**config.mk**
```make
export PLATFORM = sky130hd
export DESIGN_NAME = wb_bus_intercon
export DESIGN_NICKNAME = d
export VERILOG_FILES = /design/src/rtl/wb_bus_intercon.sv
export SDC_FILE = /design/constraint.sdc
export NUM_CORES = 1
export LEC_CHECK = 0
export ABC_AREA = 1
export CORE_AREA = 2 2 288 290
export DETAILED_ROUTE_END_ITERATION = 10
export DIE_AREA = 0 0 290 292
export PLACE_DENSITY = 0.38
export SLEW_MARGIN = 20
export SYNTH_ARGS = -nofsm -noshare
export SYNTH_HDL_FRONTEND = slang
export SYNTH_HIERARCHICAL = 1
export SYNTH_SLANG_ARGS = --single-unit
```
**constraint.sdc**
```tcl
create_clock -name clk -period 1.72 [get_ports clk]
set_input_delay 0.344 -clock clk [delete_from_list [all_inputs] [get_ports clk]]
set_output_delay 0.344 -clock clk [all_outputs]
set_load 0.01 [all_outputs]
```
**src/rtl/wb_bus_intercon.sv**
```systemverilog
// Single-master, 16-slave Wishbone-style interconnect with address decode,
// read-data/ACK return mux and a watchdog that error-terminates hung cycles.

module wb_bus_intercon_port #(
  parameter logic [3:0] IDX = 4'd0
) (
  input  logic [3:0] sel,
  input  logic       en,
  input  logic       ack,
  output logic       stb,
  output logic       hit_ack
);
  logic hit;

  assign hit     = (sel == IDX);
  assign stb     = hit & en;
  assign hit_ack = hit & ack;
endmodule

module wb_bus_intercon #(
  parameter int          NUM_SLAVES = 16,
  parameter int          TIMEOUT    = 255,
  parameter logic [31:0] ERR_DATA   = 32'hDEADBEEF
) (
  input  logic                     clk,
  input  logic                     rst,
  input  logic                     master_STB,
  input  logic                     master_WE,
  input  logic [31:0]              master_ADDR,
  input  logic [31:0]              master_DAT_I,
  output logic [31:0]              master_DAT_O,
  output logic                     master_ACK,
  output logic                     master_ERR,
  output logic [NUM_SLAVES-1:0]    slave_STB,
  input  logic [NUM_SLAVES-1:0]    slave_ACK,
  output logic                     slave_WE,
  output logic [31:0]              slave_ADDR,
  output logic [31:0]              slave_DAT_O,
  input  logic [32*NUM_SLAVES-1:0] slave_DAT_I,
  output logic [31:0]              err_addr
);
  localparam logic [15:0] WD_LAST = 16'(TIMEOUT - 1);

  logic [3:0]            sel;
  logic                  en;
  logic [NUM_SLAVES-1:0] hit_ack;
  logic                  ack_sel;
  logic [15:0]           wd_cnt;
  logic                  err_pulse;
  logic                  blocked;
  logic                  err_now;

  assign sel = master_ADDR[31:28];
  assign en  = master_STB & ~blocked & ~rst;

  for (genvar k = 0; k < NUM_SLAVES; k++) begin : g_port
    wb_bus_intercon_port #(.IDX(4'(k))) u_port (
      .sel     (sel),
      .en      (en),
      .ack     (slave_ACK[k]),
      .stb     (slave_STB[k]),
      .hit_ack (hit_ack[k])
    );
  end

  assign ack_sel = |hit_ack;

  assign slave_ADDR  = master_ADDR;
  assign slave_DAT_O = master_DAT_I;
  assign slave_WE    = master_WE;

  // The registered error pulse is masked in a reset cycle so ACK drops with reset.
  assign err_now      = err_pulse & ~rst;
  assign master_ACK   = (en & ack_sel) | err_now;
  assign master_ERR   = err_now;
  assign master_DAT_O = err_now ? ERR_DATA : slave_DAT_I[{sel, 5'd0} +: 32];

  // Watchdog: a slave ACK on the timeout edge wins over the error.
  always_ff @(posedge clk) begin
    if (rst) begin
      wd_cnt    <= '0;
      err_pulse <= 1'b0;
      blocked   <= 1'b0;
      err_addr  <= '0;
    end else begin
      err_pulse <= 1'b0;
      if (!master_STB) begin
        wd_cnt  <= '0;
        blocked <= 1'b0;
      end else if (blocked || ack_sel) begin
        wd_cnt <= '0;
      end else if (wd_cnt == WD_LAST) begin
        err_pulse <= 1'b1;
        blocked   <= 1'b1;
        err_addr  <= master_ADDR;
        wd_cnt    <= '0;
      end else begin
        wd_cnt <= wd_cnt + 16'd1;
      end
    end
  end
endmodule

```
After elaboration in Yosys (flattened, before gate mapping) --
Cells that the tools add are included.
Operators by class: add/sub/neg operators 1, multiply operators 0, div/mod/pow operators 0, magnitude comparators 0, eq/ne operators 16, shift-type cells 1, muxes and demuxes 2, bitwise logic cells 41, reductions and logical operators 8
Operator list (count):
- 512-bit by 10-bit variable part select with 32-bit output | 1
- 1-bit bitwise AND | 36
- 4-bit equality test, second input constant | 8
- 32-bit two-way mux | 1
- 16-bit by 1-bit adder with 16-bit output, second input constant | 1
- 16-bit by 8-bit equality test with 1-bit output, second input constant | 1
- 4-bit by 3-bit equality test with 1-bit output, second input constant | 4
- 16-bit OR reduction | 1
- 4-bit by 2-bit equality test with 1-bit output, second input constant | 2
- 4-bit by 1-bit equality test with 1-bit output, second input constant | 1
- 4-bit logical NOT | 1
- 1-bit NOT | 4
- 4-bit OR reduction | 1
- 3-bit AND reduction | 1
- 3-bit OR reduction | 1
- 2-bit AND reduction | 1
- 2-bit OR reduction | 1
- 1-bit logical OR | 1
- 1-bit two-way mux | 1
- 1-bit bitwise OR | 1
Storage, ports and cells: register bits 50, latch bits 0, RAM bits 0, memory bits (read-only) 0, output and inout port bits 147, memories 0

Logic depth before layout (Yosys ltp) --
Gate-level depths: netlist of the first run.
word-level depth 6, depth in mapped cells 15, mapped depth without buffers 13

Hierarchy --
The synthesis of the first run kept the hierarchy.
Modules (own cells, without submodules):
- wb_bus_intercon | instances 1, cells each 1455, area each 7656.1 sq um
- wb_bus_intercon_port (g_port[10].u_port ...) | instances 10, cells each 8, area each 30.0 sq um
- wb_bus_intercon_port (g_port[11].u_port ...) | instances 4, cells each 7, area each 28.8 sq um
- wb_bus_intercon_port (g_port[0].u_port) | instances 1, cells each 7, area each 26.3 sq um
- wb_bus_intercon_port (g_port[15].u_port) | instances 1, cells each 6, area each 25.0 sq um

Worst setup path before layout of the first run --
No wires, ideal clock.
path kind input to output, from input rst, to output slave_STB[11], arrival time 1458 ps, data required time 1376 ps, setup slack -82 ps, stages on the path 5, buffers on the path 0, path through inv_2 nand2_1 nor2_1 inv_1 nor3_1
On the way: word-level cells in the longest chain between the ends 3
Ends and longest elaborated chain:
- start, declared | line 26 | input logic rst,
- 1-bit NOT | line 54 | assign en = master_STB & ~blocked & ~rst;
- 1-bit bitwise AND | line 54
- net en | line 45 | logic en;
- 1-bit bitwise AND | line 16 | assign stb = hit & en;
- end, declared | line 34 | output logic [NUM_SLAVES-1:0] slave_STB,
The timed path passes the listed nets, and every way through them passes these cells.

Final worst setup path of the first run --
from input master_ADDR[28], to output master_DAT_O[19]
On the way: word-level cells in the longest chain between the ends 2
Ends and longest elaborated chain:
- start, declared | line 29 | input logic [31:0] master_ADDR,
- 512-bit by 10-bit variable part select with 32-bit output | line 76 | assign master_DAT_O = err_now ? ERR_DATA : slave_DAT_I[{sel, 5'd0} +: 32];
- 32-bit two-way mux | line 76
- end, declared | line 31 | output logic [31:0] master_DAT_O,
Every way passes these cells.

==> results of run 1 <==
-- through the flow --
| stage | util, % | hold WS (ns) | setup slack (ns) | area (µm²) | cells |
|---|---|---|---|---|---|
| floorplan | - | 0.4164 | 0.002491 | 8134 | 1576 |
| global placement | 20.96 | 0.4472 | -1.278 | 17100 | 3362 |
| detailed placement | 20.96 | 0.4588 | -1.191 | 17100 | 3362 |
| CTS | 23.65 | 0.2193 | -0.5102 | 19300 | 3449 |
| global route | 24.30 | 0.2273 | -0.5747 | 19830 | 3466 |
| finish | 24.30 | 0.2372 | -0.5143 | 19830 | 3466 |
-- cells in the mapped netlist (2+ instances only) --
master | instances | area share (%)
nor2_1 | 458 | 21
o21ai_0 | 235 | 14
nand2_1 | 165 | 7.6
inv_1 | 154 | 7.1
nand3_1 | 142 | 8.7
o211ai_1 | 84 | 7.8
buf_4 | 69 | 6.4
a21oi_1 | 61 | 3.8
clkbuf_1 | 59 | 2.7
dfxtp_1 | 50 | 12
buf_2 | 26 | 1.6
buf_6 | 14 | 1.9
o21ai_1 | 12 | 0.74
buf_1 | 11 | 0.51
nor3_1 | 10 | 0.62
inv_2 | 5 | 0.23
xor2_1 | 4 | 0.43
nor2_2 | 3 | 0.23
xnor2_1 | 3 | 0.32
ha_1 | 2 | 0.31
-- worst max-delay path, delay by kind of cell --
kind | cells | cell delay (ns)
buffers and inverters | 6 | 0.83
AO/OA/AOI/OAI | 2 | 0.37
AND/OR/NAND/NOR | 2 | 0.31
-- routing by layer --
layer  track usage, %  up-vias  part of all wire [%]
met3            3.463       69                   6.5
met5                0        -                 0.032
met4            3.620        4                   2.0
met2            29.41      580                    48
li1                 -     6703                     -
met1            21.17     6407                    43
-- power breakdown --
part	total [µW]	leakage [µW]	switching [µW]	internal (µW)
Sequential	1160	0.000403	2.47	1160
Combinational	4380	0.00789	1900	2470
Clock	1220	0.0000842	527	692
-- layout make-up --
class                           count  area share, %
Multi-Input combinational cell   1185          31.32
Clock buffer                        5         0.6310
Tap cell                         1070          6.752
Sequential cell                    50          5.054
Antenna cell                        2        0.02524
Inverter                          160          3.231
Timing Repair inverter              1        0.04417
Timing Repair Buffer              990          52.72
Clock inverter                      3         0.2208
-- registers in the layout (all words and copies together), names as in the netlist --
name and count:
err_pulse 1, blocked 1, wd_cnt 16, err_addr 32
-- kinds of logic after synthesis --
family,Yosys count,synth area share [%]
buffers and inverters,341,20.98
adders and majority gates,2,0.3080
AOI/OAI and AO/OA,394,26.91
xor gates and xnor gates,7,0.7548
and+or+nand+nor,782,38.72
DFF,50,12.32
-- cell usage in the layout (no fill, tap or decap), drive strengths merged, types with 3 or more instances in the layout --
master	count
dlymetal6s2s	9
xnor2	3
o21ai	247
o211ai	84
nand2	165
nand3	142
buf	358
clkinv	4
nor3	10
clkdlybuf4s15	3
clkbuf	10
dlygate4sd2	36
inv	159
bufbuf	3
a21oi	61
nor2	461
dfxtp	50
xor2	4
clkdlybuf4s50	576
-- worst max path at each step --
stage | start | end | slack, ns | depth (start not counted)
final | master_ADDR[28] | master_DAT_O[19] | -0.51 | 10
after global routing | master_ADDR[28] | master_DAT_O[27] | -0.57 | 12
after CTS | master_ADDR[28] | master_DAT_O[27] | -0.51 | 10
after detailed placement | slave_DAT_I[333] | master_DAT_O[13] | -1.19 | 8
after global placement | slave_DAT_I[333] | master_DAT_O[13] | -1.28 | 8
after floorplan | master_ADDR[29] | master_DAT_O[25] | 0.002 | 7
-- timing repair --
| action | in CTS | in global routing |
|---|---|---|
| gates resized for setup | 556 | 142 |
| gates cloned | 27 | 5 |
| hold buffers | 0 | 0 |
| pin swaps | 97 | 73 |
| endpoints found under the setup margin | 117 | 98 |
| buffers inserted | 56 | 19 |
==> results.cfg, run 1 <==
[synthesis]
avgSynthCellArea_um2 = 5.154
synth-edff-count = 0
yosys_warnings = 6
synth_ff_type = dfxtp_1
syn_inst = 1576
synth_seq_cells = 50
syn_nets = 2174
ys_seq_area_share_pct = 12.32
synth_cell_types = 29
syn_area_um2 = 8123
synthArstFlopShare_pct = 0

[status]
failed_checks = setup timing
status = finished, violations left

[global_routing]
grtUsageTotal_pct = 16.82
grt_max_degree = 33
grt_pass1_vias = 14167
grt_pass1_wl_um = 104200
grt_overflow = 0
antenna_found_initial = 7

[clock_network]
cts-root-buf = clkbuf_16
cts-htree-levels = 2
clockBufferDepth = 2
cts_tree = done
cts_buffers = 5
cts_sinks = 50
path_clk_slew_ns = 0.07
worstSkewPairLatency_ns = 0.31

[floorplan]
die_area_um2 = 84680
rows = 105
core_um2 = 81580
pin_count = 743
die_w_um = 290
die_h_um = 292
start_util_pct = 9.956

[setup_path]
reg2regPathDepth = 11
path_class = in2out
cp_slowest_cell = o211ai_1
end_kind = primary output
crit_fanout = 8
r2r_start = wd_cnt[0]
cp.required_ns = 1.38
cp-start-kind = input pin
rr_endpoint = err_addr[1]
path_cells = buf_16 -> buf_16 -> buf_8 -> buf_8 -> buf_6 -> o21ai_2 -> o211ai_1 -> nand3_2 -> nand3_2 -> buf_6
arrival_ns = 1.89
critPathMaxStageDelay_ns = 0.32
r2r_slack_ns = -0.12

[place]
dpl.hpwl_um = 57200
routabilityCongestion = 0.8891
port_buffers = 676

[route]
dr.pass1.iters = 5
ant_nets = 0
routed_via_density = 3.971
drt-total-wl_um = 74960
wl_per_cell_um = 21.63
vias = 13763
drc = 0
drt_iter0_markers = 542

[timing]
finalSetupTns_ns = -18.15
period_needed_ns = 2.234
relSlewSlack_pct = 63.12
drv_slew = 0
rsz0062_at_grt = true
tightest_slew_ns = 0.5474
fin_ws_ns = -0.5143
max_freq_mhz = 447.6
finalCritPeriodShare_pct = 129.9
hold_viol_final = 0
fin_skew_ns = 0.01002
finalSetupViolations = 66

[finish]
ff_latch_area_um2 = 1002
drive_gt1_share_pct = 23.77
multiInputGateArea_um2 = 6211
syn_to_final_growth_pct = 144.1
fin_nets = 2991
num-fill-cells = 9107

[power]
cellPowerDensity_nw_per_um2 = 340.7
p_leak_uw = 0.008382
p_total_uw = 6756
irDropWorstVdd_v = 0.0003455

[job]
cap_violations = 0

[min_path]
hold_start = rst
worstHoldPathCells = 2
min_path_type = in2reg
min_to = err_pulse
No activity file was read; power rests on OpenSTA's default activity.
==> inputs of run 2 (changes only) <==
--- a/config.mk
+++ b/config.mk
@@ -6,10 +6,10 @@
 export NUM_CORES = 1
 export LEC_CHECK = 0
 export ABC_AREA = 1
-export CORE_AREA = 2 2 288 290
+export CORE_AREA = 2 2 287 289
 export DETAILED_ROUTE_END_ITERATION = 10
-export DIE_AREA = 0 0 290 292
-export PLACE_DENSITY = 0.38
+export DIE_AREA = 0 0 289 291
+export PLACE_DENSITY = 0.37
 export SLEW_MARGIN = 20
 export SYNTH_ARGS = -nofsm -noshare
 export SYNTH_HDL_FRONTEND = slang
==> constraint.sdc (replaced) <==
create_clock -name clk -period 2.6 [get_ports clk]
set_input_delay 0.52 -clock clk [delete_from_list [all_inputs] [get_ports clk]]
set_output_delay 0.52 -clock clk [all_outputs]
set_load 0.01 [all_outputs]
==> run 2 against run 1 <==
The flow now finishes without violations; first-iteration DRC count increased by 12%; combinational power decreased by 39%; sequential share of layout area increased by 0.41 points; worst hold slack improved by 0.23 ns; global-route usage decreased by 0.48 points; core utilization decreased by 1.7 points; via count decreased by 3.7%; sequential power decreased by 34%; count of clock-buffer cells in the layout unchanged; sequential cell count unchanged; largest cell class unchanged; largest power group unchanged.
==> results.cfg, run 2 (synthesized netlist as in run 1, its figures left out) <==
[power]
internal_power_uw = 2654
p_clk_share_pct = 17.8
p_switching_uw = 1537
combPwrFrac_pct = 63.8
irDropWorstVdd_v = 0.0002566
p_leak_uw = 0.007575
p_seq_share_pct = 18.3
cellPowerDensity_nw_per_um2 = 228.6
p_sw_share_pct = 36.68

[clock_network]
worstSkewPairLatency_ns = 0.32
cts_sinks = 50
cts_buffers = 5
cts-root-buf = clkbuf_16
cts-htree-levels = 2
path_clk_slew_ns = 0.08
clockBufferDepth = 2
cts_tree = done

[finish]
largestRegisters = err_addr: 32 flops, wd_cnt: 16 flops
final_util_pct = 22.58
largest_register = err_addr
drive_gt1_share_pct = 16.53
instances_no_fill = 3384
fin_nets = 2908
ff_latch_area_um2 = 1001
layout_common_cells = clkdlybuf4s50_1, nor2_1, o21ai_0
multiInputGateArea_um2 = 5881
num-fill-cells = 9142
layout_commonest_cell = clkdlybuf4s50_1
syn_to_final_growth_pct = 125.7
largest_reg_flops = 32

[global_routing]
grtUsageTotal_pct = 16.34
grt_pass1_vias = 13480
grt_max_degree = 66
grt_overflow = 0
antenna_found_initial = 13
grt_pass1_wl_um = 98730

[timing]
max_freq_mhz = 385.3
period_needed_ns = 2.596
drv_slew = 0
finalSetupTns_ns = 0
rsz0062_at_grt = true
fin_skew_ns = 0.01187
tightest_slew_ns = 0.4771
finalSetupViolations = 0
fin_ws_ns = 0.004385
relSlewSlack_pct = 68.05
finalCritPeriodShare_pct = 99.83
hold_viol_final = 0

[route]
ant_nets = 0
routed_via_density = 3.915
drt_iter0_markers = 605
drc = 0
dr.pass1.iters = 5
vias = 13250
wl_per_cell_um = 21.47
drt-total-wl_um = 72660

[floorplan]
rows = 105
die_area_um2 = 84100
die_h_um = 291
start_util_pct = 10.00
pin_count = 743
core_um2 = 81190
die_w_um = 289

[setup_path]
path_class = in2out
cp-start-kind = input pin
critPathMaxStageDelay_ns = 0.35
path_common_cell = buf_12
arrival_ns = 2.08
cp.required_ns = 2.08
end_kind = primary output
r2r_start = wd_cnt[0]
crit_path_start = master_ADDR[29]
path_cells = buf_12 -> buf_12 -> buf_16 -> buf_12 -> buf_4 -> o21ai_1 -> o211ai_1 -> nand3_2 -> nand3_2 -> buf_6
crit_fanout = 7
cp_slowest_cell = o211ai_1

[min_path]
hold_start = wd_cnt[0]
min_path_type = reg2reg

[place]
port_buffers = 676
dpl.hpwl_um = 58780
routabilityCongestion = 0.8686
dp_cells = 3334
place_ws_ns = -0.7445

[status]
status = finished, final reports clean

[job]
cap_violations = 0
run 2: cell count changes in the layout (fill, tap and decap cells not counted), sizes merged:
cell | previous run | this run
dlygate4sd2 | 36 | 8
clkdlybuf4s50 | 576 | 619
bufinv | 1 | 0
buf | 358 | 249
dlymetal6s2s | 9 | 2
bufbuf | 3 | 5
clkbuf | 10 | 23
clkdlybuf4s15 | 3 | 7
diode | 2 | 3
run 2: layout make-up:
type	count	area share (%)
antenna	3	0.04095
clock buffer	5	0.6825
clock inverter	3	0.1570
inverter	160	3.372
multi-input combinational	1185	32.08
sequential	50	5.460
tap	1070	7.303
timing repair buffer	908	50.91
run 2: worst max-delay path: cells and delay by family:
kind            cells  cell delay [ns]
buf+inv             6             0.76
compound gates      2             0.40
simple gates        2             0.35
run 2: worst paths after layout:
path,to,slack [ns],cells after the start
max reg2reg,err_addr[18],0.91,10
min,wd_cnt[0],0.47,1
min reg2reg,wd_cnt[0],0.47,1
max,master_DAT_O[31],0.004,10
run 2: through the flow:
step	instance area, µm²	total power (µW)	hold slack, ns
floorplan	8123	1608	0.4297
finish	18330	4191	0.4688
detailed placement	17010	3251	0.4544
CTS	17940	4214	0.4763
global route	18330	4474	0.5148
global placement	17010	3262	0.4470
run 2: metal layers:
metal  up-vias  track usage, %  part of all wire, %
li1       6531               -                    -
met1      6135           20.38                   43
met2       520           28.47                   48
met3        58           3.354                  6.7
met4         6           3.885                  2.4
met5         -               0                0.048
run 2: what timing repair did:
item / in CTS / in global routing
setup buffers: 24 / 14
setup endpoints to repair: 50 / 43
gates resized for setup: 228 / 162
cloned: 9 / 4
pin swaps: 38 / 63
hold buffers: 0 / 0
run 2: power groups by stage:
stage | Sequential (µW) | Combinational [µW] | Clock, µW
2_1_floorplan | 786 | 822 | 0
3_3_place_gp | 786 | 2480 | 0
3_5_place_dp | 786 | 2470 | 0
4_1_cts | 768 | 2640 | 811
5_1_grt | 768 | 2890 | 820
6_report | 768 | 2670 | 748
==> inputs of run 3 (changes only) <==
--- a/config.mk
+++ b/config.mk
@@ -6,6 +6,7 @@
 export NUM_CORES = 1
 export LEC_CHECK = 0
 export ABC_AREA = 1
+export ABC_CLOCK_PERIOD_IN_PS = 3310
 export CORE_AREA = 2 2 287 289
 export DETAILED_ROUTE_END_ITERATION = 10
 export DIE_AREA = 0 0 289 291
==> constraint.sdc (replaced) <==
create_clock -name clk -period 3.31 [get_ports clk]
set_input_delay 0.662 -clock clk [delete_from_list [all_inputs] [get_ports clk]]
set_output_delay 0.662 -clock clk [all_outputs]
set_load 0.01 [all_outputs]
==> run 3 against run 2 <==
Via count is 2.8% lower; clock power is 25% lower; largest power group unchanged; count of clock-buffer cells in the layout stayed put; combinational power is 29% lower; power is 27% lower; core utilization is 1.5 points lower; sequential power is 21% lower; sequential share of layout area is 0.39 points higher; critical path depth stayed put; die area stayed put; non-clock buffer count is 68 lower.
==> results.cfg, run 3 (synthesized netlist as in run 1, its figures left out) <==
[status]
status = finished, final reports clean

[place]
routabilityCongestion = 0.8427
placement.cell_area_um2 = 16680
port_buffers = 676
dpl.hpwl_um = 58230
dp_cells = 3301

[power]
irDropWorstVdd_v = 0.0001841
p_total_uw = 3069
p_leak_uw = 0.007064
cellPowerDensity_nw_per_um2 = 179.3

[floorplan]
start_util_pct = 10.00
die_area_um2 = 84100
core_um2 = 81190
die_w_um = 289
pin_count = 743
rows = 105
die_h_um = 291

[clock_network]
cts-htree-levels = 2
cts_sinks = 50
path_clk_slew_ns = 0.08
worstSkewPairLatency_ns = 0.31
cts_tree = done
post_cts_buffers = 0
cts-root-buf = clkbuf_16
clockBufferDepth = 2
cts_buffers = 5

[global_routing]
grtUsageTotal_pct = 15.57
antenna_found_initial = 16
grt_max_degree = 66
grt_overflow = 0
grt_pass1_wl_um = 94790
grt_pass1_vias = 13148

[finish]
largestRegisters = err_addr: 32 flops, wd_cnt: 16 flops
syn_to_final_growth_pct = 110.7
final_util_pct = 21.08
fin_nets = 2840
design_area_um2 = 17120
drive_gt1_share_pct = 9.006
largest_reg_flops = 32
layout_commonest_cell = clkdlybuf4s50_1
layout_common_cells = clkdlybuf4s50_1, nor2_1, o21ai_0
instances_no_fill = 3315
num-fill-cells = 9264
ff_latch_area_um2 = 1001
largest_register = err_addr
multiInputGateArea_um2 = 5493

[route]
dr.pass1.iters = 5
wl_per_cell_um = 21.05
routed_via_density = 3.884
drt_iter0_markers = 588
drt-total-wl_um = 69800
vias = 12875
drc = 0
ant_nets = 0

[setup_path]
cp-start-kind = input pin
end_kind = primary output
r2r_slack_ns = 1.54
critPathMaxStageDelay_ns = 0.55
arrival_ns = 2.56
path_cells = buf_8 -> inv_6 -> buf_12 -> buf_4 -> nor2_1 -> o211ai_1 -> nand3_1 -> buf_4 -> nand3_1 -> clkdlybuf4s50_1
crit_fanout = 16
reg2regPathDepth = 8
cp_slowest_cell = clkdlybuf4s50_1
rr_endpoint = wd_cnt[9]
crit_end = master_DAT_O[5]
path_class = in2out
crit_path_start = master_ADDR[28]
r2r_start = wd_cnt[0]
cp.required_ns = 2.65

[job]
cap_violations = 0

[min_path]
min_path_type = reg2reg

[timing]
whs_ns = 0.4726
hold_viol_final = 0
max_freq_mhz = 310.3
finalSetupViolations = 0
relSlewSlack_pct = 62.80
tightest_slew_ns = 0.5560
finalCritPeriodShare_pct = 97.36
fin_skew_ns = 0.009908
period_needed_ns = 3.223
rsz0062_at_grt = false
drv_slew = 0
## run 3: cell count changes in the layout (fill, tap and decap cells not counted), sizes merged, moves of 7 or more
cell           previous run  this run
buf                     249       165
clkdlybuf4s50           619       644
clkbuf                   23         7
dlymetal6s2s              2        16
clkdlybuf4s15             7         0
## run 3: cell type report
cell class	instances	share of cell area (%)
clock inverter	3	0.1389
sequential	50	5.848
inverter	160	3.567
tap	1070	7.821
clock buffer	5	0.7309
multi-input combinational	1185	32.09
antenna	2	0.02924
timing repair buffer	840	49.78
## run 3: timing repair
| item | CTS | global route |
|---|---|---|
| hold buffers | 0 | 0 |
| resized for setup | 35 | 25 |
| hold endpoints to repair | 0 | 0 |
| pin swaps | 6 | 0 |
| endpoints found under the setup margin | 16 | 19 |
| cloned | 2 | 2 |
## run 3: critical path: cells and delay by family
kind / cells / cell delay [ns]
AO/OA/AOI/OAI: 1 / 0.27
buffers and inverters: 6 / 1.35
AND/OR/NAND/NOR: 3 / 0.26
## run 3: how the worst min path moves through the flow
stage,start,depth (start not counted),end,slack (ns)
floorplan,wd_cnt[0],1,wd_cnt[0],0.43
finish,wd_cnt[0],1,wd_cnt[0],0.47
global route,wd_cnt[0],1,wd_cnt[0],0.49
global placement,wd_cnt[0],1,wd_cnt[0],0.45
CTS,wd_cnt[0],1,wd_cnt[0],0.48
detailed placement,wd_cnt[0],1,wd_cnt[0],0.46
## run 3: power by group
group / switching, µW / total (µW) / internal [µW]
sequential: 1.10 / 603 / 602
combinational: 832 / 1900 / 1070
clock: 277 / 562 / 284
## run 3: per-layer routing
metal / wire, µm / track usage [%] / share of wire [%] / vias up
li1: - / - / - / 6383
met1: 29170 / 18.84 / 42 / 5904
met2: 33690 / 27.26 / 48 / 521
met3: 5250 / 3.895 / 7.5 / 59
met4: 1633 / 3.772 / 2.3 / 8
met5: 49 / 0 / 0.070 / -
## run 3: through the flow
step | setup WS [ns] | setup TNS, ns
floorplan | 0.8718 | 0
global placement | -0.5160 | -2.431
detailed placement | -0.4531 | -2.356
CTS | -0.001531 | -0.001531
global route | 0.003362 | 0
finish | 0.08740 | 0
